<file path="src/rtl/timer_regfile_pkg.sv">
// Shared register map, field positions and reset constants for the timer register front end.
package timer_regfile_pkg;

    localparam int unsigned ADDR_W     = 5;
    localparam int unsigned DATA_W     = 8;
    localparam int unsigned TIMER_W    = 64;
    localparam int unsigned BYTE_SEL_W = 3;
    localparam int unsigned BIT_OFS_W  = BYTE_SEL_W + 3;

    localparam logic [ADDR_W-1:0] ADDR_CTRL       = 5'h00;
    localparam logic [ADDR_W-1:0] ADDR_STATUS     = 5'h01;
    localparam logic [ADDR_W-1:0] ADDR_CMP_BASE   = 5'h08;
    localparam logic [ADDR_W-1:0] ADDR_COUNT_BASE = 5'h10;

    localparam int unsigned CTRL_EN_BIT      = 0;
    localparam int unsigned CTRL_CLR_BIT     = 1;
    localparam int unsigned CTRL_IRQEN_BIT   = 2;
    localparam int unsigned STATUS_MATCH_BIT = 0;

    localparam logic [TIMER_W-1:0] CMP_RESET = '1;

    // True when addr falls inside the 8-byte window starting at base.
    function automatic logic in_window(input logic [ADDR_W-1:0] addr,
                                       input logic [ADDR_W-1:0] base);
        return addr[ADDR_W-1:BYTE_SEL_W] == base[ADDR_W-1:BYTE_SEL_W];
    endfunction

endpackage

</file>
<file path="src/rtl/timer_regfile_if.sv">
// Byte-wide processor bus between a bus master and the timer register front end.
interface timer_regfile_if;
    import timer_regfile_pkg::*;

    logic [ADDR_W-1:0] bus_addr;
    logic [DATA_W-1:0] bus_wdata;
    logic              bus_we;
    logic              bus_re;
    logic [DATA_W-1:0] bus_rdata;
    logic              bus_rvalid;

    modport master (
        output bus_addr, bus_wdata, bus_we, bus_re,
        input  bus_rdata, bus_rvalid
    );

    modport slave (
        input  bus_addr, bus_wdata, bus_we, bus_re,
        output bus_rdata, bus_rvalid
    );

endinterface

</file>
<file path="src/rtl/timer_irq_edge.sv">
// Rising-edge detect on the timer match level, sticky W1C MATCH flag and masked registered irq.
module timer_irq_edge (
    input  logic clk,
    input  logic rst_n,
    input  logic match_lvl_i,
    input  logic w1c_i,
    input  logic irqen_i,
    output logic match_o,
    output logic irq_o
);

    logic prev_q;
    logic match_q;
    logic match_d;
    logic irq_q;

    // A new rise beats a simultaneous clear.
    assign match_d = (match_lvl_i & ~prev_q) | (match_q & ~w1c_i);

    always_ff @(posedge clk or negedge rst_n) begin
        if (!rst_n) begin
            prev_q  <= 1'b0;
            match_q <= 1'b0;
            irq_q   <= 1'b0;
        end else begin
            prev_q  <= match_lvl_i;
            match_q <= match_d;
            irq_q   <= match_q & irqen_i;
        end
    end

    assign match_o = match_q;
    assign irq_o   = irq_q;

endmodule

</file>
<file path="src/rtl/timer_regfile.sv">
// Byte-wide register front end for the 64-bit timer: control byte, shadowed compare
// with commit on byte 7, atomic count snapshot, and sticky maskable match interrupt.
module timer_regfile
    import timer_regfile_pkg::*;
(
    input  logic               clock,
    input  logic               nreset,
    timer_regfile_if.slave     bus,
    output logic [DATA_W-1:0]  control_reg,
    output logic [TIMER_W-1:0] timer_compare_value,
    input  logic [TIMER_W-1:0] timer_value,
    input  logic               timer_compare_match,
    output logic               irq
);

    logic                  en_q, en_d;
    logic                  irqen_q, irqen_d;
    logic                  clr_q, clr_d;
    logic [TIMER_W-1:0]    shadow_q, shadow_d;
    logic [TIMER_W-1:0]    cmp_q, cmp_d;
    logic [TIMER_W-1:0]    snap_q, snap_d;
    logic [DATA_W-1:0]     rdata_q, rdata_d;
    logic                  rvalid_q;
    logic                  match;
    logic                  status_w1c;
    logic                  sel_ctrl, sel_status, sel_cmp, sel_count;
    logic [BYTE_SEL_W-1:0] byte_sel;
    logic [BIT_OFS_W-1:0]  bit_ofs;

    assign byte_sel   = bus.bus_addr[BYTE_SEL_W-1:0];
    assign bit_ofs    = {byte_sel, 3'b000};
    assign sel_ctrl   = (bus.bus_addr == ADDR_CTRL);
    assign sel_status = (bus.bus_addr == ADDR_STATUS);
    assign sel_cmp    = in_window(bus.bus_addr, ADDR_CMP_BASE);
    assign sel_count  = in_window(bus.bus_addr, ADDR_COUNT_BASE);
    assign status_w1c = bus.bus_we & sel_status & bus.bus_wdata[STATUS_MATCH_BIT];

    // Write side and read mux; reads see the pre-write register state.
    always_comb begin
        en_d     = en_q;
        irqen_d  = irqen_q;
        clr_d    = 1'b0;
        shadow_d = shadow_q;
        cmp_d    = cmp_q;
        snap_d   = snap_q;
        rdata_d  = rdata_q;

        if (bus.bus_we) begin
            if (sel_ctrl) begin
                en_d    = bus.bus_wdata[CTRL_EN_BIT];
                irqen_d = bus.bus_wdata[CTRL_IRQEN_BIT];
                clr_d   = bus.bus_wdata[CTRL_CLR_BIT];
            end
            if (sel_cmp) begin
                shadow_d[bit_ofs +: DATA_W] = bus.bus_wdata;
                if (byte_sel == BYTE_SEL_W'(7)) begin
                    cmp_d = shadow_d;
                end
            end
        end

        if (bus.bus_re) begin
            rdata_d = '0;
            if (sel_ctrl) begin
                rdata_d = {5'b0, irqen_q, 1'b0, en_q};
            end else if (sel_status) begin
                rdata_d = {7'b0, match};
            end else if (sel_cmp) begin
                rdata_d = shadow_q[bit_ofs +: DATA_W];
            end else if (sel_count) begin
                if (byte_sel == '0) begin
                    rdata_d = timer_value[DATA_W-1:0];
                    snap_d  = timer_value;
                end else begin
                    rdata_d = snap_q[bit_ofs +: DATA_W];
                end
            end
        end
    end

    always_ff @(posedge clock or negedge nreset) begin
        if (!nreset) begin
            en_q     <= 1'b0;
            irqen_q  <= 1'b0;
            clr_q    <= 1'b0;
            shadow_q <= CMP_RESET;
            cmp_q    <= CMP_RESET;
            snap_q   <= '0;
            rdata_q  <= '0;
            rvalid_q <= 1'b0;
        end else begin
            en_q     <= en_d;
            irqen_q  <= irqen_d;
            clr_q    <= clr_d;
            shadow_q <= shadow_d;
            cmp_q    <= cmp_d;
            snap_q   <= snap_d;
            rdata_q  <= rdata_d;
            rvalid_q <= bus.bus_re;
        end
    end

    timer_irq_edge u_irq_edge (
        .clk         (clock),
        .rst_n       (nreset),
        .match_lvl_i (timer_compare_match),
        .w1c_i       (status_w1c),
        .irqen_i     (irqen_q),
        .match_o     (match),
        .irq_o       (irq)
    );

    assign control_reg         = {{(DATA_W-2){1'b0}}, clr_q, en_q};
    assign timer_compare_value = cmp_q;
    assign bus.bus_rdata       = rdata_q;
    assign bus.bus_rvalid      = rvalid_q;

endmodule

</file>
<file path="src/flat_wrapper.sv">
// flat-port wrapper written by rule: the top's interface ports become plain ports
module timer_regfile_flat import timer_regfile_pkg::*;
  (clock, nreset, control_reg, timer_compare_value, timer_value, timer_compare_match, irq, bus_bus_addr, bus_bus_wdata, bus_bus_we, bus_bus_re, bus_bus_rdata, bus_bus_rvalid);
  timer_regfile_if bus_i ();
  input  logic clock;
  input  logic nreset;
  output logic [DATA_W-1:0] control_reg;
  output logic [TIMER_W-1:0] timer_compare_value;
  input  logic [TIMER_W-1:0] timer_value;
  input  logic timer_compare_match;
  output logic irq;
  input wire logic [$bits(bus_i.bus_addr)-1:0] bus_bus_addr;
  input wire logic [$bits(bus_i.bus_wdata)-1:0] bus_bus_wdata;
  input wire logic [$bits(bus_i.bus_we)-1:0] bus_bus_we;
  input wire logic [$bits(bus_i.bus_re)-1:0] bus_bus_re;
  output wire logic [$bits(bus_i.bus_rdata)-1:0] bus_bus_rdata;
  output wire logic [$bits(bus_i.bus_rvalid)-1:0] bus_bus_rvalid;
  assign bus_i.bus_addr = bus_bus_addr;
  assign bus_i.bus_wdata = bus_bus_wdata;
  assign bus_i.bus_we = bus_bus_we;
  assign bus_i.bus_re = bus_bus_re;
  assign bus_bus_rdata = bus_i.bus_rdata;
  assign bus_bus_rvalid = bus_i.bus_rvalid;
  timer_regfile u_core (.clock(clock), .nreset(nreset), .bus(bus_i), .control_reg(control_reg), .timer_compare_value(timer_compare_value), .timer_value(timer_value), .timer_compare_match(timer_compare_match), .irq(irq));
endmodule
</file>
<file path="config.mk">
export PLATFORM = sky130hd
export DESIGN_NAME = timer_regfile_flat
export DESIGN_NICKNAME = d
export VERILOG_FILES = /design/src/rtl/timer_regfile_pkg.sv /design/src/rtl/timer_regfile_if.sv /design/src/rtl/timer_irq_edge.sv /design/src/rtl/timer_regfile.sv /design/src/flat_wrapper.sv
export SDC_FILE = /design/constraint.sdc
export NUM_CORES = 1
export LEC_CHECK = 0
export BUFFER_PORTS_ARGS = -buffer_cell sky130_fd_sc_hd__buf_2
export CAP_MARGIN = 0
export CORE_MARGIN = 2
export CORE_UTILIZATION = 51
export CTS_CLUSTER_DIAMETER = 100
export CTS_CLUSTER_SIZE = 10
export DETAILED_ROUTE_END_ITERATION = 8
export HOLD_SLACK_MARGIN = 0.06
export PLACE_DENSITY = 0.78
export SLEW_MARGIN = 20
export SYNTH_ARGS = -nofsm -noshare
export SYNTH_HDL_FRONTEND = slang
export SYNTH_SLANG_ARGS = --single-unit
</file>
<file path="constraint.sdc">
create_clock -name clock -period 1.7 [get_ports clock]
set_clock_uncertainty 0.2 [all_clocks]
set_input_delay 0.085 -clock clock [delete_from_list [all_inputs] [get_ports clock]]
set_output_delay 0.085 -clock clock [all_outputs]
set_load 0.05 [all_outputs]
</file>
==> run_results.csv <==
group,metric,value,unit
sta,final-hold-violation-count,0,
synthesis,async_reset_ff_share,100,%
drt,dr.pass1.iters,5,
power,post-layout-total-power,15700,µW
sta,fmax,553,MHz
grt,antenna_found_initial,0,
sta,finalMaxSlewViolations,0,
layout,layout_common_cells,"156 x buf_2, 128 x dfstp_2, 116 x mux2_2, 81 x buf_4, 80 x dlygate4sd3_1",
synthesis,synth_top_area_share,33.3,%
clock_tree,clk_latency,0.50,ns
grt,grt_overflow,0,
power,p_leak,0.00630,µW
synthesis,ys_warn_count,0,
placed_design,dpl.hpwl,18400,µm
sta,max_slew_margin,63.3,%
placed_design,pre_cts_slack,-0.377,ns
synthesis,syn_avg_cell_area,13.4,µm²
hold_path,hold_class,"primary input to register",
sta,tightest_slew,0.547,ns
sta,grt_setup_unrepaired,"yes",
synthesis,synth_edf_count,0,
synthesis,synth_xor_area_share,0,%
clock_tree,cts.reportedPaths.clkPinSlew,0.06,ns
grt,first_global_vias,7499,
flow_run,drv_cap,0,
critical_path,path_class,"register to register",
drt,wl_per_cell,20.8,µm
drt,drtAntennaViolNets,0,
synthesis,syn-cell-area,10100,µm²
layout,area.growth.synth_to_final,35.3,%
layout,nets,1160,
grt,grt_usage,26.4,%
run_status,violations,"negative setup slack",
synthesis,ys_types,51,
critical_path,crit_path_end_kind,"register",
sta,finalWorstSetupSlack,-0.107,ns
critical_path,start_kind,"register",
drt,route.detailed.drc,0,
synthesis,yosys.area_share.simple,6.97,%
placed_design,place.port_buffers,157,
critical_path,worstPathRequired,1.87,ns
synthesis,synthMuxAreaShare,30.2,%
clock_tree,cts_buffers,24,
power,powerDensity,1150,nW/µm²
synthesis,synth_top_area_cell,"dfstp_2",
layout,fillerInstances,1297,
grt,grt_pass1_wl,42000,µm
clock_tree,clk_path_buf_depth,3,
layout,final_common_cell,"buf_2",
die,die_h,145,µm
die,rows,51,
die,die_x,145,µm
sta,timing.hold.ws,0.0671,ns
placed_design,place.gp.congestion,0.930,
die,io_pins,164,
synthesis,synth_fa_ha_area_share,0.743,%
clock_tree,h-tree-depth,1,
sta,finalSetupViolations,6,
synthesis,netlist_instances,755,
die,die_area,21000,µm²
synthesis,ys.flop_type,"dfstp_2",
synthesis,ys_ff_latch,207,
die,core-area,19500,µm²
clock_tree,clockRootBuffer,"clkbuf_16",
synthesis,yosysSeqAreaShare,52.8,%
critical_path,crit_arrival,1.98,ns
synthesis,synth_top_family_by_area,"multiplexers",
synthesis,synth-compound-area-share,5.62,%
sta,fin_crit,1.81,ns
die,initial_core_util,51.9,%
drt,vias_per_cell,5.55,
synthesis,netlist_top_cells_area,"dfstp_2 33%, dfrtp_1 20%, mux2_2 16%, mux2i_1 6.8%, mux4_2 4.5%",
clock_tree,cts_sinks,207,
power,vdd_ir_drop_max,0.789,mV
run_status,status,"complete, but fails checks",
drt,wl,28100,µm
clock_tree,cts_tree,"built",
drt,num_vias,7485,
layout,final_layout_size_suffix_gt1_share,59.1,%
sta,min_period_over_period,106,%
drt,drt_iter0_markers,394,
grt,grt_start_max_net_pins,57,
critical_path,cp_max_fo,2,
routing by layer:
metal	global-route usage, %	share of wire (%)
met3	3.75	5.0
met2	42.5	48
met4	8.99	3.2
met5	0	0
met1	37.0	44
power by group:
group	internal [µW]	total (µW)	switching, µW
Clock	2660	4570	1910
Combinational	1700	4410	2710
Sequential	6150	6700	549
cell usage after synthesis (all sizes together), types with 3 or more instances:
library cell,number
buf,46
ha,6
o31ai,3
mux4,30
nor3,3
o22ai,4
nand2,4
or3,3
nand3,6
mux2i,69
nor2,72
o21ai,9
or2,3
inv,12
dfrtp,79
a31o,4
mux2,146
nor2b,4
dfstp,128
clkbuf,6
a21oi,70
and2,26
worst paths after layout:
path,cells past startpoint,from,endpoint,slack [ns]
setup reg to reg,4,u_core.snap_q[43]$_DFFE_PN0P_,u_core.bus.bus_rdata[3]$_DFFE_PN0P_,-0.11
min in group asynchronous,2,nreset,u_core.timer_compare_value[31]$_DFFE_PN1P_,0.16
max in group asynchronous,3,nreset,u_core.snap_q[21]$_DFFE_PN0P_,0.25
hold / removal,2,timer_compare_match,u_core.u_irq_edge.prev_q$_DFF_PN0_,0.07
setup / recovery,4,u_core.snap_q[43]$_DFFE_PN0P_,u_core.bus.bus_rdata[3]$_DFFE_PN0P_,-0.11
hold reg to reg,1,u_core.u_irq_edge.prev_q$_DFF_PN0_,u_core.u_irq_edge.match_o$_DFF_PN0_,0.25
timing repair:
item,4_1_cts,5_1_grt
gates resized for setup,24,17
buffers inserted,0,3
hold endpoints to repair,408,0
pin swaps,5,4
hold buffers,81,0
setup endpoints to repair,8,98
gates cloned,0,1
through the flow:
| stage | setup TNS, ns | area (µm²) | utilization [%] | cells |
|---|---|---|---|---|
| floorplan | -53.08 | 10400 | - | 760 |
| global placement | -28.73 | 12100 | 61.9 | 1226 |
| detailed placement | -32.19 | 12100 | 61.9 | 1226 |
| CTS | -0.357 | 13600 | 69.8 | 1343 |
| global route | -0.586 | 13700 | 70.2 | 1347 |
| finish | -0.393 | 13700 | 70.3 | 1348 |
area by class of cell:
| type | instances | area [µm²] | share of cell area, % |
|---|---|---|---|
| multi-input cells | 489 | 4690 | 34.3 |
| well taps | 265 | 332 | 2.42 |
| clock inverters | 1 | 5.00 | 0.0366 |
| flip-flops and latches | 207 | 5340 | 39.1 |
| diodes | 1 | 2.50 | 0.0183 |
| clock buffers | 35 | 663 | 4.85 |
| repair buffers | 338 | 2580 | 18.9 |
| inverters | 12 | 55.1 | 0.403 |
flip-flops by register name (all words and copies together), names as in the netlist:
register / count
u_core.shadow_q: 64
u_core.en_q: 1
u_core.u_irq_edge.match_o: 1
u_core.u_irq_edge.prev_q: 1
u_core.snap_q: 64
u_core.timer_compare_value: 64
u_core.u_irq_edge.irq_o: 1
u_core.bus.bus_rvalid: 1
u_core.irqen_q: 1
u_core.bus.bus_rdata: 8
u_core.clr_q: 1
worst max-delay path, stage by stage (launching register included):
cell and delay (ns):
dfrtp_1 0.40, mux4_2 0.47, mux2_2 0.29, mux2i_1 0.17, o221ai_1 0.14
cell families (layout without fill, tap and decap cells):
| kind of cell | count (synthesis) | count (layout) |
|---|---|---|
| AND/OR/NAND/NOR | 131 | 131 |
| adder cells (fa/ha/maj) | 6 | 6 |
| other | 1 | 7 |
| AO/OA/AOI/OAI | 101 | 101 |
| flip-flops | 207 | 207 |
| multiplexers | 245 | 245 |
| buffers and inverters | 64 | 386 |
Note: power is estimated with default switching activity, not from simulation.
